$ cat src/rtl/abc_vec_pkg.sv
// Shared types and constants for the a/b/c stimulus vector generator.
package abc_vec_pkg;

    typedef enum logic [1:0] {
        IDLE = 2'd0,
        RUN  = 2'd1,
        FIN  = 2'd2
    } state_t;

    localparam logic [1:0] MODE_BIN  = 2'b00;
    localparam logic [1:0] MODE_GRAY = 2'b01;
    localparam logic [1:0] MODE_TBL  = 2'b10;

    // Fixed sweep order, entry i sits at bits [3*i +: 3]: 000,111,010,101,001,110,100,011
    localparam logic [7:0][2:0] VEC_TABLE = {
        3'b011, 3'b100, 3'b110, 3'b001, 3'b101, 3'b010, 3'b111, 3'b000
    };

    // Vector {a,b,c} driven for a given step; mode 11 falls back to binary order
    function automatic logic [2:0] vec_for(input logic [1:0] m, input logic [2:0] i);
        case (m)
            MODE_GRAY: return i ^ (i >> 1);
            MODE_TBL:  return VEC_TABLE[i];
            default:   return i;
        endcase
    endfunction

endpackage

$ cat src/rtl/abc_vector_gen_if.sv
// Control and stimulus bundle between a requester and the vector generator.
interface abc_vector_gen_if;

    logic       start;
    logic [1:0] mode;
    logic       a;
    logic       b;
    logic       c;
    logic       vld;
    logic [2:0] vec_idx;
    logic       busy;
    logic       done;

    modport master (
        output start, mode,
        input  a, b, c, vld, vec_idx, busy, done
    );

    modport slave (
        input  start, mode,
        output a, b, c, vld, vec_idx, busy, done
    );

endinterface

$ cat src/rtl/abc_hold_ctr.sv
// Per-step hold timer: counts 0..HOLD_CYCLES-1 and flags the last cycle of a step.
module abc_hold_ctr #(
    parameter int unsigned HOLD_CYCLES = 10
) (
    input  logic clk,
    input  logic rst,
    input  logic load,
    output logic expire
);

    localparam logic [7:0] LAST = 8'(HOLD_CYCLES - 1);

    logic [7:0] count;

    // Restart on load so the first step is aligned to the accepted start, then wrap every step
    always_ff @(posedge clk) begin
        if (rst || load) begin
            count <= '0;
        end else if (count == LAST) begin
            count <= '0;
        end else begin
            count <= count + 8'd1;
        end
    end

    assign expire = (count == LAST);

endmodule

$ cat src/rtl/abc_vector_gen.sv
// Sweeps all eight {a,b,c} combinations in a selectable order, holding each vector
// for HOLD_CYCLES cycles, then pulses done for one cycle.
module abc_vector_gen
    import abc_vec_pkg::*;
#(
    parameter int unsigned HOLD_CYCLES = 10
) (
    input logic              clk,
    input logic              rst,
    abc_vector_gen_if.slave  bus
);

    state_t     state;
    state_t     next_state;
    logic [2:0] step;
    logic [2:0] next_step;
    logic [1:0] mode_q;
    logic [1:0] next_mode;
    logic       load;
    logic       expire;

    logic [2:0] abc_q;
    logic [2:0] next_abc;
    logic [2:0] idx_q;
    logic [2:0] next_idx;
    logic       vld_q;
    logic       next_vld;
    logic       busy_q;
    logic       next_busy;
    logic       done_q;
    logic       next_done;

    abc_hold_ctr #(
        .HOLD_CYCLES(HOLD_CYCLES)
    ) u_hold (
        .clk    (clk),
        .rst    (rst),
        .load   (load),
        .expire (expire)
    );

    // Control state: FSM state, current step and the mode captured at start
    always_ff @(posedge clk) begin
        if (rst) begin
            state  <= IDLE;
            step   <= '0;
            mode_q <= '0;
        end else begin
            state  <= next_state;
            step   <= next_step;
            mode_q <= next_mode;
        end
    end

    // Next state plus the values the output registers take at the coming edge
    always_comb begin
        next_state = state;
        next_step  = step;
        next_mode  = mode_q;
        next_vld   = 1'b0;
        load       = 1'b0;

        case (state)
            IDLE: begin
                if (bus.start) begin
                    next_state = RUN;
                    next_step  = '0;
                    next_mode  = bus.mode;
                    next_vld   = 1'b1;
                    load       = 1'b1;
                end
            end
            RUN: begin
                if (expire) begin
                    next_step = step + 3'd1;
                    if (step == 3'd7) begin
                        next_state = FIN;
                    end else begin
                        next_vld = 1'b1;
                    end
                end
            end
            FIN: begin
                next_state = IDLE;
            end
            default: begin
                next_state = IDLE;
            end
        endcase

        next_busy = (next_state == RUN);
        next_done = (next_state == FIN);
        next_abc  = (next_state == RUN) ? vec_for(next_mode, next_step) : 3'b000;
        next_idx  = (next_state == RUN) ? next_step : 3'd0;
    end

    // Registered outputs so nothing from start or mode reaches a pin combinationally
    always_ff @(posedge clk) begin
        if (rst) begin
            abc_q  <= '0;
            idx_q  <= '0;
            vld_q  <= 1'b0;
            busy_q <= 1'b0;
            done_q <= 1'b0;
        end else begin
            abc_q  <= next_abc;
            idx_q  <= next_idx;
            vld_q  <= next_vld;
            busy_q <= next_busy;
            done_q <= next_done;
        end
    end

    assign bus.a       = abc_q[2];
    assign bus.b       = abc_q[1];
    assign bus.c       = abc_q[0];
    assign bus.vec_idx = idx_q;
    assign bus.vld     = vld_q;
    assign bus.busy    = busy_q;
    assign bus.done    = done_q;

endmodule
$ cat src/flat_wrapper.sv
// flat-port wrapper written by rule: the top's interface ports become plain ports
module abc_vector_gen_flat import abc_vec_pkg::*;
#(
    parameter int unsigned HOLD_CYCLES = 10
)
  (clk, rst, bus_start, bus_mode, bus_a, bus_b, bus_c, bus_vld, bus_vec_idx, bus_busy, bus_done);
  abc_vector_gen_if bus_i ();
  input logic clk;
  input logic rst;
  input wire logic [$bits(bus_i.start)-1:0] bus_start;
  input wire logic [$bits(bus_i.mode)-1:0] bus_mode;
  output wire logic [$bits(bus_i.a)-1:0] bus_a;
  output wire logic [$bits(bus_i.b)-1:0] bus_b;
  output wire logic [$bits(bus_i.c)-1:0] bus_c;
  output wire logic [$bits(bus_i.vld)-1:0] bus_vld;
  output wire logic [$bits(bus_i.vec_idx)-1:0] bus_vec_idx;
  output wire logic [$bits(bus_i.busy)-1:0] bus_busy;
  output wire logic [$bits(bus_i.done)-1:0] bus_done;
  assign bus_i.start = bus_start;
  assign bus_i.mode = bus_mode;
  assign bus_a = bus_i.a;
  assign bus_b = bus_i.b;
  assign bus_c = bus_i.c;
  assign bus_vld = bus_i.vld;
  assign bus_vec_idx = bus_i.vec_idx;
  assign bus_busy = bus_i.busy;
  assign bus_done = bus_i.done;
  abc_vector_gen #(.HOLD_CYCLES(HOLD_CYCLES)) u_core (.clk(clk), .rst(rst), .bus(bus_i));
endmodule
$ cat config.mk
export PLATFORM = sky130hd
export DESIGN_NAME = abc_vector_gen_flat
export DESIGN_NICKNAME = d
export VERILOG_FILES = /design/src/rtl/abc_vec_pkg.sv /design/src/rtl/abc_vector_gen_if.sv /design/src/rtl/abc_hold_ctr.sv /design/src/rtl/abc_vector_gen.sv /design/src/flat_wrapper.sv
export SDC_FILE = /design/constraint.sdc
export NUM_CORES = 1
export LEC_CHECK = 0
export BUFFER_PORTS_ARGS = -buffer_cell sky130_fd_sc_hd__buf_4
export CORE_MARGIN = 5
export CORE_UTILIZATION = 59
export CTS_CLUSTER_SIZE = 14
export DETAILED_ROUTE_END_ITERATION = 7
export PLACE_DENSITY = 0.81
export SYNTH_ARGS = -nofsm -noshare
export SYNTH_HDL_FRONTEND = slang
export SYNTH_SLANG_ARGS = --single-unit
$ cat constraint.sdc
create_clock -name clk -period 5.6 [get_ports clk]
set_input_delay 0.56 -clock clk [delete_from_list [all_inputs] [get_ports clk]]
set_output_delay 0.56 -clock clk [all_outputs]
set_load 0.1 [all_outputs]
# == Word level (Yosys, flattened, before mapping) ==
# Memory sizes are Yosys's and may differ from the RTL's.
# Index checks and enable logic that the tools add are counted.
# Widths: inputs -> output; s select.
# word_totals
register_bits,24
rom_bits,24
output_inout_bits,9
elab_cells,42
mem_count,1
# memory_table
name,depth,word_bits,rd,rd_clocked_by_memory_dff,write_ports,line,text
(name not given),8,3,1,0,0,abc_vec_pkg.sv:23,MODE_TBL: return VEC_TABLE[i];
# classes
n_addsub,2
order_cmp,1
n_eq_ne,7
mux,16
bitwise,2
reduce_logical,4
# op_table
cell,n
$pmux 3 s2,2
$mux 2,5
$mux 3,3
$add 8x1->8 const B,1
$eq 8x4->1 const B,1
$eq 2x1->1 const B,3
$eq 2x2->1 const B,2
$lt 3x4->1 const B,1
$mux 1,4
$pmux 2 s2,1
$reduce_or 2->1,2
$add 3x1->3 const B,1
$eq 3x3->1 const B,1
$xor 3x2->3,1
$logic_not 2->1,1
$pmux 1 s2,1
$logic_or 1x1->1,1
$not 1->1,1

# == Depth between registers and ports, before layout ==
# logic_depth
word_depth,7
ltp_mapped,9
mapped_depth_nobuf,9

# == Hierarchy ==
# From an unflattened synthesis, not the netlist that was laid out.
# unflattened
cells_unflattened,119
hier_area_um2,1142.3
# modules_own_cells
mod,instances,cells_each,area_per_inst_um2,seq_area_each_um2
abc_vector_gen,1,79,772.0,320.3
abc_hold_ctr,1,40,370.4,160.2

# == Worst setup path after synthesis ==
# Ideal clock, no wire load.
# synth_timing
kind,register -> register
start,register u_core.u_hold.count[5]
end,register u_core.abc_q[0]
setup_ns,0.116
t_arrival_ns,2.450
setup_slack_ns,3.034
stages_incl_launch_ff,7
period_less_slack_ns,2.566
cell_sequence,dfxtp_1 -> or4_1 -> or4_4 -> a32oi_2 -> nor2b_1 -> mux2_2 -> a31o_1
# synth_between
elab_chain_cells,6
word_cells_on_any_way,12
cone_classes,2 x eq/ne; 6 x mux; 2 x bitwise; 1 x reduce/logical; 1 x memory
# synth_rtl
element,line,text
from (decl),abc_hold_ctr.sv:13,logic [7:0] count;
from (signal assigned),abc_hold_ctr.sv:22,count <= count + 8'd1;
$eq 8x4->1 (*),abc_hold_ctr.sv:26,assign expire = (count == LAST);
$mux 3 / $mux 2 (equally long branches),abc_vector_gen.sv:74,if (expire) begin
$pmux 3 s2 / $pmux 2 s2 (equally long branches),abc_vector_gen.sv:63,case (state)
$mem_v2 8x3 / $eq 2x1->1 (equally long branches),--,
$mux 3 (implied by the code) / $not 1->1 (equally long branches),--,
$pmux 3 s2 / $reduce_or 2->1 (equally long branches),--,
to (signal assigned),abc_vector_gen.sv:106,abc_q <= next_abc;
to (decl),abc_vector_gen.sv:22,logic [2:0] abc_q;
# Every way passes the cells marked *; elsewhere a longest branch is shown, timed or not. The select of a mux whose other input is x is not followed.
# A chain may end at the register's enable or synchronous reset.

# == Final worst setup path ==
# Ends and elaborated chain as after synthesis.

==> run_summary.xml <==
<?xml version="1.0" encoding="UTF-8"?>
<metrics>
  <group name="placed_design">
    <metric name="detailedPlacementHpwl" unit="um">1510</metric>
    <metric name="placement.io_buffers" unit="">13</metric>
    <metric name="routabilityCongestion" unit="">0.832</metric>
    <metric name="preCtsSetupSlack" unit="ns">2.79</metric>
    <metric name="dpl-instance-area" unit="sq um">1220</metric>
  </group>
  <group name="sta">
    <metric name="setup_viol" unit="">0</metric>
    <metric name="layout_min_cycle_time" unit="ns">2.85</metric>
    <metric name="max_slew.worst_pin.slew" unit="ns">0.730</metric>
    <metric name="unrepaired_setup_endpoints_after_global_routing" unit="">no</metric>
    <metric name="fmax" unit="MHz">351</metric>
    <metric name="finalCritPeriodShare" unit="%">50.8</metric>
    <metric name="number_of_pins_exceeding_their_max_slew_limit_in_the_final_report" unit="">0</metric>
    <metric name="finalClockSkew" unit="ns">0.00711</metric>
    <metric name="finalWorstSetupSlack" unit="ns">2.75</metric>
    <metric name="max_slew_margin" unit="%">51.2</metric>
    <metric name="setup_total_negative_slack" unit="ns">0</metric>
    <metric name="timing_hold_violations_final" unit="">0</metric>
  </group>
  <group name="routing">
    <metric name="detail_route.drc_violations" unit="">0</metric>
    <metric name="first_pass_iters" unit="">4</metric>
    <metric name="post_drt_via_cell_ratio" unit="">5.42</metric>
    <metric name="drtIter0Drc" unit="">18</metric>
    <metric name="num_vias" unit="">861</metric>
    <metric name="wire_per_inst" unit="um">13.1</metric>
    <metric name="route.antenna.remaining_nets" unit="">0</metric>
    <metric name="totalWireLength" unit="um">2090</metric>
  </group>
  <group name="grt">
    <metric name="grt_start_max_net_pins" unit="">14</metric>
    <metric name="first_pass_grt_wire_length" unit="um">3660</metric>
    <metric name="first_global_vias" unit="">832</metric>
    <metric name="antenna_found_initial" unit="">0</metric>
    <metric name="total_grt_overflow" unit="">0</metric>
    <metric name="grt_usage" unit="%">17.8</metric>
  </group>
  <group name="cts">
    <metric name="cts-resized-gates" unit="">0</metric>
    <metric name="post-cts-setup-buffer-count" unit="">0</metric>
    <metric name="cts-root-buf" unit="">sky130_fd_sc_hd__clkbuf_4</metric>
    <metric name="clk_transition_reported_paths" unit="ns">0.13</metric>
    <metric name="clock_tree.buffer_depth" unit="">2</metric>
    <metric name="cts.sink_count" unit="">24</metric>
    <metric name="cts_tree" unit="">built</metric>
    <metric name="cts_buffers" unit="">3</metric>
    <metric name="postCtsHoldBufs" unit="">0</metric>
    <metric name="clock_latency" unit="ns">0.32</metric>
    <metric name="htree_num_levels" unit="">1</metric>
  </group>
  <group name="floorplan">
    <metric name="die_y_extent" unit="um">53.5</metric>
    <metric name="core_region_area" unit="sq um">1760</metric>
    <metric name="number_of_placement_rows" unit="">15</metric>
    <metric name="io-pin-count" unit="">14</metric>
    <metric name="initial_core_util" unit="%">63.3</metric>
    <metric name="die_area" unit="sq um">2860</metric>
    <metric name="die_w" unit="um">53.5</metric>
  </group>
  <group name="cells_and_area">
    <metric name="mostFrequentLayoutCell" unit="">sky130_fd_sc_hd__nor2_1</metric>
    <metric name="most-common-layout-cells" unit="">sky130_fd_sc_hd__nor2_1 (26), sky130_fd_sc_hd__dfxtp_1 (24), sky130_fd_sc_hd__buf_4 (13)</metric>
    <metric name="area.growth.synth_to_final" unit="%">12.8</metric>
    <metric name="final_nets" unit="">146</metric>
    <metric name="nFillCells" unit="">145</metric>
    <metric name="final_core_util" unit="%">71.4</metric>
    <metric name="antenna_cells_inserted" unit="">0</metric>
    <metric name="final_design_area_no_fill" unit="sq um">1260</metric>
    <metric name="post_route_cells_drive_above_1_share" unit="%">16.4</metric>
  </group>
  <group name="setup_path">
    <metric name="worst_setup_path_start_kind" unit="">flip-flop</metric>
    <metric name="worstPathMaxFanout" unit="">12</metric>
    <metric name="cp-end-kind" unit="">flip-flop</metric>
    <metric name="path_class" unit="">flip-flop to flip-flop</metric>
    <metric name="worstPathArrival" unit="ns">3.08</metric>
    <metric name="worst-endpoint-required" unit="ns">5.83</metric>
  </group>
  <group name="logic_synthesis">
    <metric name="number_of_flip_flops_and_latches_in_the_synthesized_netlist" unit="">24</metric>
    <metric name="share_of_yosys_cell_area_claimed_by_the_top_area_cell_type" unit="%">43.0</metric>
    <metric name="synth_top_flop_cell" unit="">sky130_fd_sc_hd__dfxtp_1</metric>
    <metric name="synth_async_sr_flop_share" unit="%">0</metric>
    <metric name="syn_area" unit="sq um">1120</metric>
    <metric name="post_synth_main_area_contributors" unit="">sky130_fd_sc_hd__dfxtp_1 (43%), sky130_fd_sc_hd__nor2_1 (8.7%), sky130_fd_sc_hd__ha_1 (6.7%), sky130_fd_sc_hd__xor2_1 (3.9%), sky130_fd_sc_hd__mux2i_1 (3.6%)</metric>
    <metric name="synth_nets" unit="">132</metric>
    <metric name="synth_enable_flop_cells" unit="">0</metric>
    <metric name="synth.yosys.seq_area_share" unit="%">43.0</metric>
    <metric name="syn-instance-count" unit="">121</metric>
    <metric name="synth_warnings" unit="">0</metric>
    <metric name="post-synth-top-area-cell" unit="">sky130_fd_sc_hd__dfxtp_1</metric>
    <metric name="ys_types" unit="">36</metric>
    <metric name="synth_area_per_cell" unit="sq um">9.23</metric>
  </group>
  <group name="power">
    <metric name="power.static_leakage" unit="nW">0.570</metric>
    <metric name="ir_drop" unit="mV">0.187</metric>
    <metric name="cellPowerDensity" unit="nW/um^2">242</metric>
  </group>
  <group name="flow_run">
    <metric name="drv.max_cap_violation_count" unit="">0</metric>
  </group>
  <group name="status">
    <metric name="run_status" unit="">complete, no violations</metric>
  </group>
  <group name="hold_path">
    <metric name="hold_path_class" unit="">input pin to flip-flop</metric>
  </group>
</metrics>
where the power goes:
| group | switching (mW) | internal [mW] | leakage, nW | total [mW] |
|---|---|---|---|---|
| combinational | 0.0236 | 0.0115 | 0.354 | 0.0351 |
| clock | 0.0529 | 0.0398 | 0.0210 | 0.0927 |
| sequential | 0.00261 | 0.175 | 0.195 | 0.177 |
| total | 0.0791 | 0.226 | 0.570 | 0.305 |
cell type report:
class                      instances  area, sq um  area share, %
tap                               25         31.3           2.48
clock buffer                       4         36.3           2.88
multi-input combinational         86          588           46.7
sequential                        24          480           38.1
inverter                           7         26.3           2.09
timing repair buffer              13         97.6           7.75
metal layers:
layer  routed length, um  vias to the layer above  global-route usage (%)
met1                1020                      385                    24.3
met2                 908                       27                    25.1
li1                    -                      442                       -
met3                 100                        7                    4.51
met4                  63                        0                    10.2
met5                   0                        -                       0
stage by stage:
| stage | total power [mW] | hold slack, ns | instances |
|---|---|---|---|
| after floorplan | 0.207 | 0.453 | 121 |
| after global placement | 0.215 | 0.481 | 155 |
| after detailed placement | 0.216 | 0.497 | 155 |
| after CTS | 0.304 | 0.469 | 159 |
| after global routing | 0.318 | 0.458 | 159 |
| final | 0.305 | 0.468 | 159 |
path summary, 6_finish.rpt:
check                         startpoint                      to  slack [ns]  depth (start not counted)
setup / recovery  u_core.u_hold.count[5]         u_core.abc_q[0]        2.75                          6
hold / removal                       rst          u_core.step[0]        0.47                          2
setup reg to reg  u_core.u_hold.count[5]         u_core.abc_q[0]        2.75                          6
hold reg to reg   u_core.u_hold.count[0]  u_core.u_hold.count[0]        0.52                          1
critical path, cell delays in order, from the launching register on:
cell                      delay [ns]
sky130_fd_sc_hd__dfxtp_1        0.36
sky130_fd_sc_hd__or4_1          0.56
sky130_fd_sc_hd__or4_4          0.65
sky130_fd_sc_hd__a32oi_2        0.45
sky130_fd_sc_hd__nor2b_1        0.20
sky130_fd_sc_hd__mux2_2         0.34
sky130_fd_sc_hd__a31o_1         0.21
flip-flops by register name, summed over array words and instances, names as in the netlist:
register,flops
u_core.abc_q,3
u_core.state,2
u_core.step,3
u_core.bus.vec_idx,3
u_core.mode_q,2
u_core.bus.vld,1
u_core.bus.done,1
u_core.u_hold.count,8
u_core.bus.busy,1
synthesized netlist by cell type (all sizes together) (2+ instances only):
library cell	instances
nor2	26
dfxtp	24
inv	7
nand3	7
ha	6
mux2i	5
xor2	5
and3	3
nand2	3
nand2b	3
nor3b	3
or4	3
and2	2
buf	2
clkbuf	2
mux2	2
o21ai	2
o31ai	2
logic make-up (layout without fill, tap and decap cells):
kind of cell / Yosys count / after routing / share of synthesized area (%)
and+or+nand+nor: 56 / 56 / 25.4
DFF: 24 / 24 / 43.0
AOI/OAI and AO/OA: 11 / 11 / 8.17
buffers and inverters: 11 / 24 / 4.37
muxes: 7 / 7 / 7.61
adders and majority gates: 6 / 6 / 6.72
xor gates and xnor gates: 6 / 6 / 4.70
Power figures use the tool's default switching activity.
